File: src/rtl/cmos_pattern_gen_if.sv
// DVP camera-side bundle: run/pattern controls in, vsync/href/pixel and frame status out.
// The generator uses the master modport; a capture path or test harness uses slave.
interface cmos_pattern_gen_if;
    logic        enable_i;
    logic [1:0]  pattern_sel_i;
    logic        cmos_vsync_o;
    logic        cmos_href_o;
    logic [15:0] cmos_data_o;
    logic        frame_done_o;
    logic [15:0] frame_cnt_o;

    modport master (
        input  enable_i, pattern_sel_i,
        output cmos_vsync_o, cmos_href_o, cmos_data_o, frame_done_o, frame_cnt_o
    );

    modport slave (
        output enable_i, pattern_sel_i,
        input  cmos_vsync_o, cmos_href_o, cmos_data_o, frame_done_o, frame_cnt_o
    );
endinterface

File: src/rtl/cmos_pattern_gen.sv
// Synthetic DVP camera source: programmable frame geometry carrying one of four test patterns.
// Define CMOS_GEN_BYTE_MODE_EN for sensor-style 8-bit output (high byte then low byte per pixel).
module cmos_pattern_gen #(
    parameter int H_ACTIVE  = 1024,
    parameter int H_BLANK   = 64,
    parameter int V_ACTIVE  = 768,
    parameter int VSYNC_LEN = 16,
    parameter int V_BACK    = 2,
    parameter int V_FRONT   = 2
) (
    input  logic clk_i,
    input  logic rst_i,
    cmos_pattern_gen_if.master bus
);
    // state    | meaning
    // S_IDLE   | stopped; waits for enable_i
    // S_VSYNC  | vsync high for VSYNC_LEN cycles
    // S_VBACK  | V_BACK blank lines after vsync
    // S_ACTIVE | V_ACTIVE lines: href for the active part, then blanking
    // S_VFRONT | V_FRONT blank lines; the frame ends on the last cycle

`ifdef CMOS_GEN_BYTE_MODE_EN
    localparam int HREF_LEN = 2 * H_ACTIVE;
`else
    localparam int HREF_LEN = H_ACTIVE;
`endif
    localparam int H_TOTAL = HREF_LEN + H_BLANK;
    localparam int BAR_W   = H_ACTIVE / 8;
    localparam int V_MAX0  = (V_ACTIVE > V_BACK) ? V_ACTIVE : V_BACK;
    localparam int V_MAX   = (V_MAX0 > V_FRONT) ? V_MAX0 : V_FRONT;
    localparam int HW      = $clog2(H_TOTAL);
    localparam int VW      = $clog2(V_MAX + 1);
    localparam int TW      = $clog2(VSYNC_LEN + 1);
    localparam int BW      = (BAR_W > 1) ? $clog2(BAR_W) : 1;

    localparam logic [HW-1:0] H_LAST   = HW'(H_TOTAL - 1);
    localparam logic [HW-1:0] HREF_END = HW'(HREF_LEN);
    localparam logic [TW-1:0] T_LAST   = TW'(VSYNC_LEN - 1);
    localparam logic [BW-1:0] BAR_LAST = BW'(BAR_W - 1);

    typedef enum logic [2:0] {S_IDLE, S_VSYNC, S_VBACK, S_ACTIVE, S_VFRONT} state_t;

    state_t        state, state_n;
    logic [TW-1:0] tmr, tmr_n;
    logic [HW-1:0] h_cnt, h_n;
    logic [VW-1:0] v_cnt, v_n, v_last;
    logic [BW-1:0] bar_cnt, bar_cnt_n;
    logic [2:0]    bar_idx, bar_idx_n;
    logic [1:0]    pat, pat_n;
    logic          frame_end, in_href, pix_step, h_end;

    logic [15:0]   x, pix, data_d, cnt_d;
    logic [7:0]    y;
    logic          vsync_d;
    logic          vsync_q, href_q, done_q;
    logic [15:0]   data_q, frame_cnt_q;

    assign h_end   = (h_cnt == H_LAST);
    assign in_href = (state == S_ACTIVE) && (h_cnt < HREF_END);
`ifdef CMOS_GEN_BYTE_MODE_EN
    assign pix_step = in_href & h_cnt[0];
`else
    assign pix_step = in_href;
`endif

    function automatic logic [15:0] bar_color(input logic [2:0] idx);
        case (idx)
            3'd0:    return 16'hFFFF;
            3'd1:    return 16'hFFE0;
            3'd2:    return 16'h07FF;
            3'd3:    return 16'h07E0;
            3'd4:    return 16'hF81F;
            3'd5:    return 16'hF800;
            3'd6:    return 16'h001F;
            default: return 16'h0000;
        endcase
    endfunction

    always_ff @(posedge clk_i or posedge rst_i) begin
        if (rst_i) begin
            state   <= S_IDLE;
            tmr     <= '0;
            h_cnt   <= '0;
            v_cnt   <= '0;
            bar_cnt <= '0;
            bar_idx <= '0;
            pat     <= '0;
        end else begin
            state   <= state_n;
            tmr     <= tmr_n;
            h_cnt   <= h_n;
            v_cnt   <= v_n;
            bar_cnt <= bar_cnt_n;
            bar_idx <= bar_idx_n;
            pat     <= pat_n;
        end
    end

    always_comb begin
        state_n   = state;
        tmr_n     = tmr;
        h_n       = h_cnt;
        v_n       = v_cnt;
        bar_cnt_n = bar_cnt;
        bar_idx_n = bar_idx;
        pat_n     = pat;
        frame_end = 1'b0;
        v_last    = '0;
        case (state)
            S_IDLE: begin
                tmr_n = '0;
                if (bus.enable_i) begin
                    state_n = S_VSYNC;
                    pat_n   = bus.pattern_sel_i;
                end
            end
            S_VSYNC: begin
                tmr_n = tmr + TW'(1);
                if (tmr == T_LAST) begin
                    state_n   = (V_BACK > 0) ? S_VBACK : S_ACTIVE;
                    h_n       = '0;
                    v_n       = '0;
                    bar_cnt_n = '0;
                    bar_idx_n = '0;
                end
            end
            default: begin
                v_last = (state == S_VBACK)  ? VW'(V_BACK - 1) :
                         (state == S_ACTIVE) ? VW'(V_ACTIVE - 1) : VW'(V_FRONT - 1);
                h_n = h_end ? '0 : h_cnt + HW'(1);
                // bar counter replaces an x / BAR_W divide; bar_idx wraps 7 -> 0 at line end
                if (pix_step) begin
                    if (bar_cnt == BAR_LAST) begin
                        bar_cnt_n = '0;
                        bar_idx_n = bar_idx + 3'd1;
                    end else begin
                        bar_cnt_n = bar_cnt + BW'(1);
                    end
                end
                if (h_end) begin
                    bar_cnt_n = '0;
                    bar_idx_n = '0;
                    v_n       = v_cnt + VW'(1);
                    if (v_cnt == v_last) begin
                        v_n = '0;
                        if (state == S_VBACK) begin
                            state_n = S_ACTIVE;
                        end else if (state == S_ACTIVE && V_FRONT > 0) begin
                            state_n = S_VFRONT;
                        end else begin
                            frame_end = 1'b1;
                        end
                    end
                end
                if (frame_end) begin
                    tmr_n = '0;
                    if (bus.enable_i) begin
                        state_n = S_VSYNC;
                        pat_n   = bus.pattern_sel_i;
                    end else begin
                        state_n = S_IDLE;
                    end
                end
            end
        endcase
    end

    always_comb begin
`ifdef CMOS_GEN_BYTE_MODE_EN
        x = 16'(h_cnt >> 1);
`else
        x = 16'(h_cnt);
`endif
        y = 8'(v_cnt);
        unique case (pat)
            2'd0:    pix = bar_color(bar_idx);
            2'd1:    pix = x;
            2'd2:    pix = (x[3] ^ y[3]) ? 16'hFFFF : 16'h0000;
            default: pix = {frame_cnt_q[7:0], y};
        endcase
        data_d = 16'h0000;
        if (in_href) begin
`ifdef CMOS_GEN_BYTE_MODE_EN
            data_d = {8'h00, (h_cnt[0] ? pix[7:0] : pix[15:8])};
`else
            data_d = pix;
`endif
        end
        vsync_d = (state == S_VSYNC);
        cnt_d   = frame_cnt_q + {15'd0, frame_end};
    end

    // every output comes straight from a flop, one cycle behind the FSM
    always_ff @(posedge clk_i or posedge rst_i) begin
        if (rst_i) begin
            vsync_q     <= 1'b0;
            href_q      <= 1'b0;
            data_q      <= '0;
            done_q      <= 1'b0;
            frame_cnt_q <= '0;
        end else begin
            vsync_q     <= vsync_d;
            href_q      <= in_href;
            data_q      <= data_d;
            done_q      <= frame_end;
            frame_cnt_q <= cnt_d;
        end
    end

    assign bus.cmos_vsync_o = vsync_q;
    assign bus.cmos_href_o  = href_q;
    assign bus.cmos_data_o  = data_q;
    assign bus.frame_done_o = done_q;
    assign bus.frame_cnt_o  = frame_cnt_q;
endmodule
File: src/flat_wrapper.sv
// flat-port wrapper written by rule: the top's interface ports become plain ports
module cmos_pattern_gen_flat 
#(
    parameter int H_ACTIVE  = 1024,
    parameter int H_BLANK   = 64,
    parameter int V_ACTIVE  = 768,
    parameter int VSYNC_LEN = 16,
    parameter int V_BACK    = 2,
    parameter int V_FRONT   = 2
)
  (clk_i, rst_i, bus_enable_i, bus_pattern_sel_i, bus_cmos_vsync_o, bus_cmos_href_o, bus_cmos_data_o, bus_frame_done_o, bus_frame_cnt_o);
  cmos_pattern_gen_if bus_i ();
  input  logic clk_i;
  input  logic rst_i;
  input wire logic [$bits(bus_i.enable_i)-1:0] bus_enable_i;
  input wire logic [$bits(bus_i.pattern_sel_i)-1:0] bus_pattern_sel_i;
  output wire logic [$bits(bus_i.cmos_vsync_o)-1:0] bus_cmos_vsync_o;
  output wire logic [$bits(bus_i.cmos_href_o)-1:0] bus_cmos_href_o;
  output wire logic [$bits(bus_i.cmos_data_o)-1:0] bus_cmos_data_o;
  output wire logic [$bits(bus_i.frame_done_o)-1:0] bus_frame_done_o;
  output wire logic [$bits(bus_i.frame_cnt_o)-1:0] bus_frame_cnt_o;
  assign bus_i.enable_i = bus_enable_i;
  assign bus_i.pattern_sel_i = bus_pattern_sel_i;
  assign bus_cmos_vsync_o = bus_i.cmos_vsync_o;
  assign bus_cmos_href_o = bus_i.cmos_href_o;
  assign bus_cmos_data_o = bus_i.cmos_data_o;
  assign bus_frame_done_o = bus_i.frame_done_o;
  assign bus_frame_cnt_o = bus_i.frame_cnt_o;
  cmos_pattern_gen #(.H_ACTIVE(H_ACTIVE), .H_BLANK(H_BLANK), .V_ACTIVE(V_ACTIVE), .VSYNC_LEN(VSYNC_LEN), .V_BACK(V_BACK), .V_FRONT(V_FRONT)) u_core (.clk_i(clk_i), .rst_i(rst_i), .bus(bus_i));
endmodule
File: config.mk
export PLATFORM = sky130hd
export DESIGN_NAME = cmos_pattern_gen_flat
export DESIGN_NICKNAME = d
export VERILOG_FILES = /design/src/rtl/cmos_pattern_gen_if.sv /design/src/rtl/cmos_pattern_gen.sv /design/src/flat_wrapper.sv
export SDC_FILE = /design/constraint.sdc
export NUM_CORES = 1
export LEC_CHECK = 0
export BUFFER_PORTS_ARGS = -buffer_cell sky130_fd_sc_hd__buf_2
export CAP_MARGIN = 10
export CORE_MARGIN = 2
export CORE_UTILIZATION = 50
export CTS_CLUSTER_DIAMETER = 100
export DETAILED_ROUTE_END_ITERATION = 16
export PLACE_DENSITY = 0.65
export SLEW_MARGIN = 30
export SYNTH_ARGS = -nofsm -noshare
export SYNTH_HDL_FRONTEND = slang
export SYNTH_SLANG_ARGS = --single-unit
File: constraint.sdc
create_clock -name clk_i -period 4.8 [get_ports clk_i]
set_clock_uncertainty 0.15 [all_clocks]
set_input_delay 0.96 -clock clk_i [delete_from_list [all_inputs] [get_ports clk_i]]
set_output_delay 0.96 -clock clk_i [all_outputs]
set_load 0.01 [all_outputs]
# Word level (Yosys, flattened, before mapping)
# Cells that the tools add are included.
# word_totals
latchBits,0
output_inout_bits,35
ram_bits,0
wordCells,101
regBits,76
romBits,0
n_memories,0
# op_classes
multipliers,0
n_reduce_logical,19
n_bitwise,3
n_lt_le_gt_ge,1
eq_ne,17
n_mux,43
addsub,6
div_mod_pow,0
n_shift,0
# ops
op,count
case mux 16 bit (7 select lines),1
2-to-1 mux 10 bit,5
case mux 16 bit (3 select lines),1
2-to-1 mux 3 bit,11
2-to-1 mux 16 bit,2
2-to-1 mux 7 bit,4
2-to-1 mux 11 bit,2
case mux 11 bit (2 select lines),1
case mux 10 bit (2 select lines),1
adder 16 x 1 -> 16 bit,1
case mux 7 bit (2 select lines),1
equality test 3 x 2 -> 1 bit (second input constant),4
case mux 3 bit (2 select lines),2
adder 11 x 1 -> 11 bit (second input constant),1
equality test 11 bit (second input constant),1
< comparator 11 bit (second input constant),1
adder 10 x 1 -> 10 bit (second input constant),1
equality test 10 bit,1
case mux 5 bit (2 select lines),1
equality test 3 bit (second input constant),3
nonzero test 3 bit,3
nonzero test 4 bit,2
adder 7 x 1 -> 7 bit (second input constant),1
equality test 7 bit (second input constant),1
23 further kinds,37

# Logic depth before layout (Yosys ltp)
# Gate-level depths: netlist of run 1.
# depth
word_depth,9
depth_mapped,11
ltp_nobuf,10

# Worst setup path before layout of run 1
# No wires, ideal clock.
# synth_timing
path_kind,register to register
start,register u_core.v_cnt[6]
end,"register u_core.frame_cnt_q[14], in the netlist u_core.bus.frame_cnt_o[14]"
synth_period_minus_slack_ps,3024
setup_time_ps,125
arrival_time_ps,2749
path_stages_with_launch,11
path_slack_ps,1776
path_cell_list,dfrtp_1 buf_6 or4_4 or4_4 a211oi_4 ha_1 nand4_1 nor2_1 and2_1 nand4_1 xnor2_1
# synth_between
elab_chain_len,6
# synth_lines
item,line_no,text
"start, declared",cmos_pattern_gen.sv:46,"logic [VW-1:0] v_cnt, v_n, v_last;"
"start signal, assigned",cmos_pattern_gen.sv:92,v_cnt <= v_n;
equality test 10 bit,cmos_pattern_gen.sv:144,if (v_cnt == v_last) begin
2-to-1 mux 1 bit,cmos_pattern_gen.sv:144,
2-to-1 mux 1 bit,cmos_pattern_gen.sv:140,if (h_end) begin
2-to-1 mux 1 bit (2 in series),cmos_pattern_gen.sv:109,case (state)
via u_core.frame_end,cmos_pattern_gen.sv:50,"logic frame_end, in_href, pix_step, h_end;"
adder 16 x 1 -> 16 bit,cmos_pattern_gen.sv:190,"cnt_d = frame_cnt_q + {15'd0, frame_end};"
via u_core.cnt_d[14],cmos_pattern_gen.sv:52,"logic [15:0] x, pix, data_d, cnt_d;"
"end signal, assigned",cmos_pattern_gen.sv:206,frame_cnt_q <= cnt_d;
"end, declared",cmos_pattern_gen.sv:56,"logic [15:0] data_q, frame_cnt_q;"
# The timed path passes the listed nets, and every way through them passes these cells. The select of a mux whose other input is x is not followed.
# A chain may end at the register's enable or synchronous reset.

# Worst setup path after layout of run 1
# layout_timing
start,register u_core.state[2]
end,"register u_core.frame_cnt_q[11], in the netlist u_core.bus.frame_cnt_o[11]"
# layout_between
elab_chain_len,9
elab_cells_between_ends,15
# layout_lines
item,line_no,text
"start, declared",cmos_pattern_gen.sv:43,"state_t state, state_n;"
"start signal, assigned",cmos_pattern_gen.sv:89,state <= state_n;
equality test 3 x 2 -> 1 bit,"cmos_pattern_gen.sv:129, cmos_pattern_gen.sv:148",
2-to-1 mux 10 bit,cmos_pattern_gen.sv:129,(state == S_ACTIVE) ? VW'(V_ACTIVE - 1) : VW'(V_FRONT - 1);
2-to-1 mux 10 bit,cmos_pattern_gen.sv:128,v_last = (state == S_VBACK) ? VW'(V_BACK - 1) :
equality test 10 bit,cmos_pattern_gen.sv:144,
2-to-1 mux 1 bit,cmos_pattern_gen.sv:144,
2-to-1 mux 1 bit,cmos_pattern_gen.sv:140,
2-to-1 mux 1 bit,cmos_pattern_gen.sv:109,
2-to-1 mux 1 bit *,cmos_pattern_gen.sv:109,
via u_core.frame_end,cmos_pattern_gen.sv:50,
adder 16 x 1 -> 16 bit *,cmos_pattern_gen.sv:190,
via u_core.cnt_d[11],cmos_pattern_gen.sv:52,
# Mark *: on every way through the listed nets, which the timed path passes. The rest lies on a longest branch. The select of a mux whose other input is x is not followed.

==> results of run 1 <==
==> worst max-delay path, delay by kind of cell, from the launching register on <==
family | cells | cell delay [ps]
adders and majority gates | 1 | 280
DFF | 1 | 720
AOI/OAI and AO/OA | 1 | 340
and+or+nand+nor | 6 | 1500
xor gates and xnor gates | 1 | 170
==> path summary, 6_finish.rpt <==
kind | to | slack, ps | cells after the start
min in group asynchronous | u_core.tmr[1] | 580 | 2
setup reg to reg | u_core.bus.frame_cnt_o[11] | 1550 | 9
hold / removal | u_core.bus.frame_cnt_o[15] | 350 | 1
hold reg to reg | u_core.bus.frame_cnt_o[15] | 350 | 1
setup / recovery | u_core.bus.frame_cnt_o[11] | 1550 | 9
max in group asynchronous | u_core.bus.cmos_href_o | 3030 | 3
==> power by group <==
part | internal, mW | leakage, nW | switching (mW) | total [mW]
Clock | 0.291 | 0.109 | 0.243 | 0.534
Combinational | 0.298 | 0.872 | 0.473 | 0.771
Sequential | 0.790 | 0.993 | 0.151 | 0.941
==> cell families (layout without fill, tap and decap cells) <==
family / count (synthesis) / after routing / synth area share, %
flops: 76 / 76 / 49.22
mux: 7 / 7 / 1.943
fa+ha+maj: 12 / 12 / 3.886
buf+inv: 27 / 67 / 2.914
xor+xnor: 24 / 24 / 5.440
simple gates: 149 / 149 / 19.49
compound gates: 103 / 103 / 17.10
==> layout make-up <==
type	count	area share [%]
clock inverters	6	2.014
multi-input cells	295	42.58
inverters	10	0.8918
clock buffers	9	2.848
well taps	102	2.934
flip-flops and latches	76	43.73
repair buffers	42	5.006
==> flip-flops by register name (all words and copies together) (netlist names) <==
register,cells
u_core.bus.frame_cnt_o,16
u_core.bus.cmos_data_o,16
u_core.bus.cmos_href_o,1
u_core.pat,2
u_core.bar_cnt,7
u_core.bus.cmos_vsync_o,1
u_core.state,3
u_core.bus.frame_done_o,1
u_core.v_cnt,10
u_core.h_cnt,11
u_core.bar_idx,3
u_core.tmr,5
==> per-layer routing <==
metal | global-route usage [%] | vias to the layer above | wire, um
li1 | - | 1493 | -
met1 | 30.96 | 1514 | 4093
met2 | 34.13 | 67 | 4071
met3 | 2.876 | 12 | 336
met4 | 7.711 | 0 | 137
met5 | 0 | - | 0
==> through the flow <==
step / power (mW) / instances / worst slack [ps] / util, % / area (um2)
final: 2.246 / 540 / 1552 / 57.17 / 4349
after global routing: 2.396 / 540 / 1276 / 57.17 / 4349
after CTS: 2.252 / 540 / 1553 / 57.12 / 4345
after detailed placement: 1.714 / 525 / 1580 / 54.34 / 4134
after global placement: 1.695 / 525 / 1656 / 54.34 / 4134
after floorplan: 1.461 / 398 / 1752 / - / 3864
==> cells in the final DEF, fill, tap and decap left out, types with 12 or more instances in the layout <==
master / n
o21ai_0: 29
nand2_1: 50
dfrtp_1: 76
nor2_1: 25
xnor2_1: 16
buf_2: 39
ha_1: 12
nand3_1: 21
a21oi_1: 22
==> impl_metrics.yaml, run 1 <==
run_status:
  status: "finished, final reports clean"
grt:
  antenna_found_initial: 0
  grt_max_degree: 47
  grt_pass1_wl_mm: 14.47
  overflow: 0
  grt_use_total_pct: 21.68
  grt_pass1_vias: 2941
clock_network:
  cts_buffers: 9
  clkSinkCount: 76
  clk_pin_slew_ps: 80
  cts_buffer_depth: 2
  cts-root-buf: "clkbuf_8"
  cts_setup_buffers: 0
  htreeDepth: 3
  hold_buffers: 0
  cts_resized: 0
  cts_tree: "yes"
  clkLatencyLatePin_ps: 350
yosys:
  synth-warning-count: 0
  avgSynthCellArea_um2: 9.708
  synthFlopType: "dfrtp_1"
  synth_top_area_cell: "dfrtp_1"
  synth_area_um2: 3864
  synthTopCellsByArea: "dfrtp_1 49%, nand2_1 4.9%, ha_1 3.9%"
  synth_top_area_share_pct: 49.22
  ys_top_cells_by_count: "76 x dfrtp_1, 50 x nand2_1, 29 x o21ai_0, 26 x nor2_1, 22 x a21oi_1"
  ys_seq_area_share_pct: 49.22
  synthArstFlopShare_pct: 100.0
  netlist-cell-type-count: 58
  synth_enable_flop_cells: 0
  synthCells: 398
  yosysMostFrequentCell: "dfrtp_1"
  synth_seq_cells: 76
  syn-num-nets: 415
die:
  die_y_um: 91.91
  rows: 32
  fp.dieW_um: 91.91
  die_area_um2: 8447
  coreArea_um2: 7607
  pin_count: 40
  start_util_pct: 50.79
setup_path:
  cp_cell_sequence: "and3b_1 > or4_4 > a211oi_4 > ha_1 > nand2_1 > nor2_1 > nand3_1 > nor2_1 > xor2_1"
  path_max_fanout: 20
  worstPathArrival_ps: 3370
  critPathRequiredTime_ps: 4920
  reg2reg_from: "u_core.state[2]"
  end_kind: "flip-flop"
  crit_type: "reg2reg"
  cpMostUsedCell: "nor2_1"
  cpPeakStageDelay_ps: 720
  start_kind: "flip-flop"
  cpMaxStageDelayCell: "dfrtp_1"
  cp-startpoint: "u_core.state[2]"
finish:
  fill_cells: 682
  layout.nets: 451
  num_antenna_cells: 0
  area_delta_synth_final_pct: 12.56
  multi_input_area_um2: 1852
  drive_gt1_share_pct: 16.21
  seq_area_um2: 1902
routing:
  vias: 3086
  post-route-drc-count: 0
  drt_pass1_iterations: 4
  vias_per_cell: 5.715
  drt_iter0_markers: 160
  antenna_left: 0
  totalWireLength_mm: 8.638
  wire_per_inst_um: 16.00
sta:
  worst_pin_slew_ps: 800.0
  drv_slew: 0
  tns_ps: 0
  layout_min_cycle_time_ps: 3248
  hold_slack_ps: 352.7
  finalSetupViolCount: 0
  rsz0062_at_grt: "false"
  slew_headroom_pct: 46.60
  fmax_mhz: 307.9
  hold_viol: 0
  period_share_pct: 67.67
placed_design:
  dp_hpwl_mm: 6.149
  io_buffers: 39
  gp_congestion: 0.7968
power_and_ir_drop:
  leakagePower_nw: 1.975
  power.density_nw_per_um2: 516.4
  ir_drop_v: 0.0001792
hold_path:
  hp-class: "reg2reg"
  worstHoldStart: "u_core.bus.frame_cnt_o[15]"
job:
  drv_cap: 0
(Power assumes the default switching activity.)
==> inputs of run 2 (changes only) <==
--- a/config.mk
+++ b/config.mk
@@ -11,7 +11,7 @@
 export CORE_UTILIZATION = 50
 export CTS_CLUSTER_DIAMETER = 100
 export DETAILED_ROUTE_END_ITERATION = 16
-export PLACE_DENSITY = 0.65
+export PLACE_DENSITY = 0.68
 export SLEW_MARGIN = 30
 export SYNTH_ARGS = -nofsm -noshare
 export SYNTH_HDL_FRONTEND = slang
==> constraint.sdc (replaced) <==
create_clock -name clk_i -period 2.8 [get_ports clk_i]
set_clock_uncertainty 0.15 [all_clocks]
set_input_delay 0.56 -clock clk_i [delete_from_list [all_inputs] [get_ports clk_i]]
set_output_delay 0.56 -clock clk_i [all_outputs]
set_load 0.01 [all_outputs]
==> run 2 against run 1 <==
  * The flow now finishes with violations (negative setup slack)
  * Die area is the same
  * Total power grew 79%
  * Routed wire length up 2.0%
  * Critical path type unchanged
  * First-iteration DRC count is 30% higher
  * Register-to-register slack lost 1600 ps
  * Sequential power increased by 65%
  * Fmax is 14% higher
  * Worst hold slack worse by 280 ps
==> impl_metrics.yaml, run 2 (synthesis gave the netlist of run 1 again) <==
hold_path:
  hp-class: "in2async"
sta:
  worst_pin_slew_ps: 687.1
  finalSetupViolCount: 3
  hold_viol: 0
  rsz0062_at_grt: "true"
  drv_slew: 0
  slew_headroom_pct: 53.92
  fmax_mhz: 349.6
  layout_min_cycle_time_ps: 2860
  period_share_pct: 102.2
  finalWorstSetupSlack_ps: -60.46
  hold_slack_ps: 71.50
  tns_ps: -87.91
clock_network:
  cts_tree: "yes"
  clkSinkCount: 76
  cts_buffers: 9
  cts-root-buf: "clkbuf_8"
  clk_pin_slew_ps: 80
  hold_buffers: 0
  cts_buffer_depth: 2
  clkLatencyLatePin_ps: 340
  htreeDepth: 3
setup_path:
  r2r.worst_path.cells: 9
  start_kind: "flip-flop"
  r2r_end: "u_core.bus.frame_cnt_o[14]"
  crit_type: "reg2reg"
  path_max_fanout: 3
  cpMaxStageDelayCell: "or4_4"
  cpPeakStageDelay_ps: 530
  critPathRequiredTime_ps: 2890
  path_buf_inv: 0
  reg2reg_from: "u_core.v_cnt[8]"
  worstPathArrival_ps: 2950
  cp_top_family: "simple AND/OR/NAND/NOR gates"
  cp_cell_sequence: "or4_4 > or4_4 > a211oi_4 > ha_2 > nand4_1 > nor2_2 > and2_4 > nand4_1 > xnor2_1"
  end_kind: "flip-flop"
  rrSetupSlack_ps: -60
die:
  die_y_um: 91.91
  die_area_um2: 8447
  pin_count: 40
  fp.dieW_um: 91.91
  coreArea_um2: 7607
  rows: 32
  start_util_pct: 50.79
power_and_ir_drop:
  ir_drop_v: 0.0004131
  combPwrFrac_pct: 36.5
  power.density_nw_per_um2: 864.3
  leakagePower_nw: 2.143
  switching_share_pct: 36.32
  intPower_mw: 2.555
  clkPwrFrac_pct: 24.9
  design_power_total_mw: 4.012
  seqPwrFrac_pct: 38.6
  switchingPower_mw: 1.457
routing:
  vias_per_cell: 5.665
  drt_pass1_iterations: 4
  post-route-drc-count: 0
  drt_iter0_markers: 208
  vias: 3235
  antenna_left: 0
  totalWireLength_mm: 8.812
  wire_per_inst_um: 15.43
job:
  drv_cap: 0
finish:
  area_delta_synth_final_pct: 20.14
  stdcell_count: 571
  final_cell_mix: "76 x dfrtp_1, 50 x nand2_1, 39 x buf_2, 31 x buf_4, 29 x o21ai_0"
  drive_gt1_share_pct: 23.03
  num_antenna_cells: 0
  layout_commonest_cell: "dfrtp_1"
  layout.nets: 481
  fill_cells: 652
placed_design:
  io_buffers: 39
  dp.cells: 553
  dp_hpwl_mm: 6.386
  gp_congestion: 0.9061
grt:
  overflow: 0
  antenna_found_initial: 0
  grt_pass1_wl_mm: 14.79
  grt_max_degree: 55
  grt_use_total_pct: 22.18
  grt_pass1_vias: 3060
run_status:
  status: "complete, but fails checks"
  failed_checks: "negative setup slack"
[run 2: how the worst max path moves through the flow]
stage	from	endpoint	slack, ps	depth (start not counted)
global placement	u_core.v_cnt[8]	u_core.bus.frame_cnt_o[14]	-70	9
finish	u_core.v_cnt[8]	u_core.bus.frame_cnt_o[14]	-60	9
global route	u_core.v_cnt[8]	u_core.bus.frame_cnt_o[14]	-180	9
CTS	u_core.v_cnt[8]	u_core.bus.frame_cnt_o[14]	-60	9
floorplan	u_core.v_cnt[7]	u_core.bus.frame_cnt_o[14]	-180	9
detailed placement	u_core.v_cnt[8]	u_core.bus.frame_cnt_o[14]	-110	9
[run 2: cell type report]
cell class                 count  area (um2)  area share (%)
sequential                    76        1902           40.97
inverter                      10       37.54          0.8086
timing repair buffer          72       459.2           9.892
multi-input combinational    295        1876           40.40
tap                          102       127.6           2.749
clock inverter                 6       112.6           2.426
clock buffer                  10       127.6           2.749
[run 2: timing repair]
action                                  4_1_cts  5_1_grt
setup buffers                                 1        1
pin swaps                                     7        4
endpoints found under the setup margin        9       10
resized for setup                             3        2
[run 2: per-layer routing]
| metal | share of wire, % | routed length (um) | GRT usage [%] | vias up |
|---|---|---|---|---|
| li1 | - | - | - | 1560 |
| met1 | 45 | 3961 | 29.74 | 1571 |
| met2 | 48 | 4227 | 35.91 | 90 |
| met3 | 5.2 | 455 | 4.601 | 14 |
| met4 | 1.9 | 167 | 7.711 | 0 |
| met5 | 0 | 0 | 0 | - |
[run 2: stage by stage]
stage / utilization, % / instance area, um2 / setup slack (ps)
after CTS: 60.79 / 4624 / -64.63
after global routing: 61.02 / 4642 / -183.5
after floorplan: - / 3871 / -182.8
after detailed placement: 57.37 / 4364 / -110.5
after global placement: 57.37 / 4364 / -65.65
final: 61.02 / 4642 / -60.46
[run 2: power groups by stage]
stage          clock network, mW  logic [mW]  registers (mW)
4_1_cts                     1.01        1.46            1.55
5_1_grt                     1.08        1.64            1.58
2_1_floorplan                  0       0.926            1.58
3_5_place_dp                   0        1.45            1.57
3_3_place_gp                   0        1.43            1.55
6_report                   0.999        1.46            1.55
[run 2: worst register-to-register path: stages, from the launching register on]
cell	delay, ps
dfrtp_1	380
or4_4	530
or4_4	520
a211oi_4	300
ha_2	220
nand4_1	130
nor2_2	130
and2_4	160
nand4_1	110
xnor2_1	140
==> inputs of run 3 (changes only) <==
--- a/config.mk
+++ b/config.mk
@@ -6,13 +6,14 @@
 export NUM_CORES = 1
 export LEC_CHECK = 0
 export BUFFER_PORTS_ARGS = -buffer_cell sky130_fd_sc_hd__buf_2
-export CAP_MARGIN = 10
+export CAP_MARGIN = 20
+export CELL_PAD_IN_SITES_DETAIL_PLACEMENT = 1
+export CELL_PAD_IN_SITES_GLOBAL_PLACEMENT = 2
 export CORE_MARGIN = 2
-export CORE_UTILIZATION = 50
+export CORE_UTILIZATION = 34
 export CTS_CLUSTER_DIAMETER = 100
 export DETAILED_ROUTE_END_ITERATION = 16
-export PLACE_DENSITY = 0.68
-export SLEW_MARGIN = 30
+export PLACE_DENSITY = 0.72
 export SYNTH_ARGS = -nofsm -noshare
 export SYNTH_HDL_FRONTEND = slang
 export SYNTH_SLANG_ARGS = --single-unit
==> run 3 against run 2 <==
  * Clock power about the same
  * Total power up 2.9%
  * Largest cell class is now multi-input gates
  * The flow still finishes with violations (negative setup slack)
  * Setup slack worse by 89 ps
  * Count of clock-buffer cells in the layout up 1
  * Highest routed layer unchanged
  * Sequential cell count unchanged
  * Via count down 0.74%
  * Non-clock buffer count up 10
  * Sequential power about the same
  * Combinational power up 5%
  * Register-to-register slack worse by 90 ps
  * Die area up 45%
==> impl_metrics.yaml, run 3 (synthesis gave the netlist of run 1 again) <==
routing:
  drt_pass1_iterations: 4
  post-route-drc-count: 0
  antenna_left: 0
  drt_iter0_markers: 131
  wire_per_inst_um: 16.62
  vias: 3211
  totalWireLength_mm: 10.20
  vias_per_cell: 5.230
run_status:
  status: "complete, but fails checks"
  failed_checks: "negative setup slack"
clock_network:
  clkLatencyLatePin_ps: 330
  cts_buffers: 9
  cts_tree: "yes"
  hold_buffers: 0
  clkSinkCount: 76
  cts_buffer_depth: 2
  cts-root-buf: "clkbuf_16"
  htreeDepth: 3
  clk_pin_slew_ps: 50
setup_path:
  end_kind: "flip-flop"
  cpMaxStageDelayCell: "or4_4"
  start_kind: "flip-flop"
  r2r.worst_path.cells: 9
  cp_cell_sequence: "or4_4 > or4_4 > a211oi_4 > ha_2 > nand4_1 > nor2_2 > and2_4 > nand4_1 > xnor2_1"
  worstPathArrival_ps: 3010
  path_max_fanout: 3
  crit_type: "reg2reg"
  r2r_end: "u_core.bus.frame_cnt_o[14]"
  critPathRequiredTime_ps: 2860
  rrSetupSlack_ps: -150
  reg2reg_from: "u_core.v_cnt[9]"
  cpPeakStageDelay_ps: 530
sta:
  period_share_pct: 105.3
  finalWorstSetupSlack_ps: -149.3
  drv_slew: 0
  tns_ps: -682.3
  worst_pin_slew_ps: 492.4
  slew_headroom_pct: 67.17
  hold_viol: 0
  layout_min_cycle_time_ps: 2949
  hold_slack_ps: 114.0
  finalSetupViolCount: 10
  rsz0062_at_grt: "true"
  fmax_mhz: 339.1
hold_path:
  hp-class: "in2async"
power_and_ir_drop:
  leakagePower_nw: 2.218
  design_power_total_mw: 4.128
  ir_drop_v: 0.0004177
  power.density_nw_per_um2: 851.8
finish:
  final_cell_mix: "76 x dfrtp_1, 49 x nand2_1, 40 x buf_4, 39 x buf_2, 29 x o21ai_0"
  multi_input_area_um2: 1941
  fill_cells: 1268
  num_antenna_cells: 0
  drive_gt1_share_pct: 25.53
  stdcell_count: 614
  seq_area_um2: 1902
  layout.nets: 491
  layout_commonest_cell: "dfrtp_1"
  area_delta_synth_final_pct: 25.42
grt:
  grt_pass1_wl_mm: 17.34
  busiest_layer: "met2"
  grt_use_total_pct: 17.71
  met1_usage_pct: 22.10
  use_met3_pct: 3.403
  grt_max_degree: 42
  grt_pass1_vias: 3472
  grtUsageMet2_pct: 29.94
  overflow: 0
  antenna_found_initial: 0
die:
  fp.dieW_um: 110.6
  rows: 38
  start_util_pct: 35.18
  die_area_um2: 12230
  die_y_um: 110.6
  pin_count: 40
  coreArea_um2: 10980
placed_design:
  dp.cells: 597
  gp_congestion: 0.7857
  dp_hpwl_mm: 7.683
  io_buffers: 39
job:
  drv_cap: 0
## run 3: cell types whose count changed in the layout (fill, tap and decap cells not counted), sizes merged
| cell | before | now |
|---|---|---|
| buf | 72 | 82 |
| clkbuf | 10 | 11 |
| clkinv | 3 | 0 |
| bufinv | 3 | 0 |
## run 3: worst max-delay path: cells and delay by family (launching register included)
kind,cells,cell delay [ps]
simple gates,6,1600
flops,1,370
compound gates,1,320
fa+ha+maj,1,230
xor+xnor,1,140
## run 3: area by class of cell
cell class / instances / share of cell area (%)
Multi-Input combinational cell: 295 / 40.05
Sequential cell: 76 / 39.25
Timing Repair Buffer: 82 / 11.10
Clock buffer: 11 / 5.216
Tap cell: 140 / 3.615
Inverter: 10 / 0.7746
## run 3: worst max-delay path by stage
stage / from / to / slack, ps / cells past startpoint
2_1_floorplan: u_core.v_cnt[7] / u_core.bus.frame_cnt_o[14] / -180 / 9
3_3_place_gp: u_core.v_cnt[8] / u_core.bus.frame_cnt_o[14] / -170 / 9
3_5_place_dp: u_core.v_cnt[8] / u_core.bus.frame_cnt_o[13] / -230 / 9
4_1_cts: u_core.v_cnt[9] / u_core.bus.frame_cnt_o[14] / -170 / 9
5_1_grt: u_core.v_cnt[9] / u_core.bus.frame_cnt_o[14] / -300 / 9
6_report: u_core.v_cnt[9] / u_core.bus.frame_cnt_o[14] / -150 / 9
## run 3: routing by layer
layer,part of all wire [%],vias to the layer above
met1,47,1570
met3,3.3,14
met5,0,-
li1,-,1581
met2,48,46
met4,1.8,0
## run 3: per-stage QoR
step | utilization [%] | instance area, um2 | setup slack [ps]
after floorplan | - | 3871 | -182.8
after global placement | 40.58 | 4457 | -174.1
after detailed placement | 40.58 | 4457 | -234.0
after CTS | 43.55 | 4783 | -169.3
after global routing | 44.12 | 4846 | -299.5
final | 44.12 | 4846 | -149.3
## run 3: where the power goes
part | internal (mW) | total, mW | switching (mW)
Combinational | 0.642 | 1.54 | 0.898
Clock | 0.622 | 1.02 | 0.400
Sequential | 1.36 | 1.56 | 0.207
## run 3: repair_timing
action | in CTS | in global routing
cloned | 0 | 0
resized for setup | 12 | 9
setup buffers | 4 | 3
setup endpoints to repair | 11 | 10
pin swaps | 13 | 6
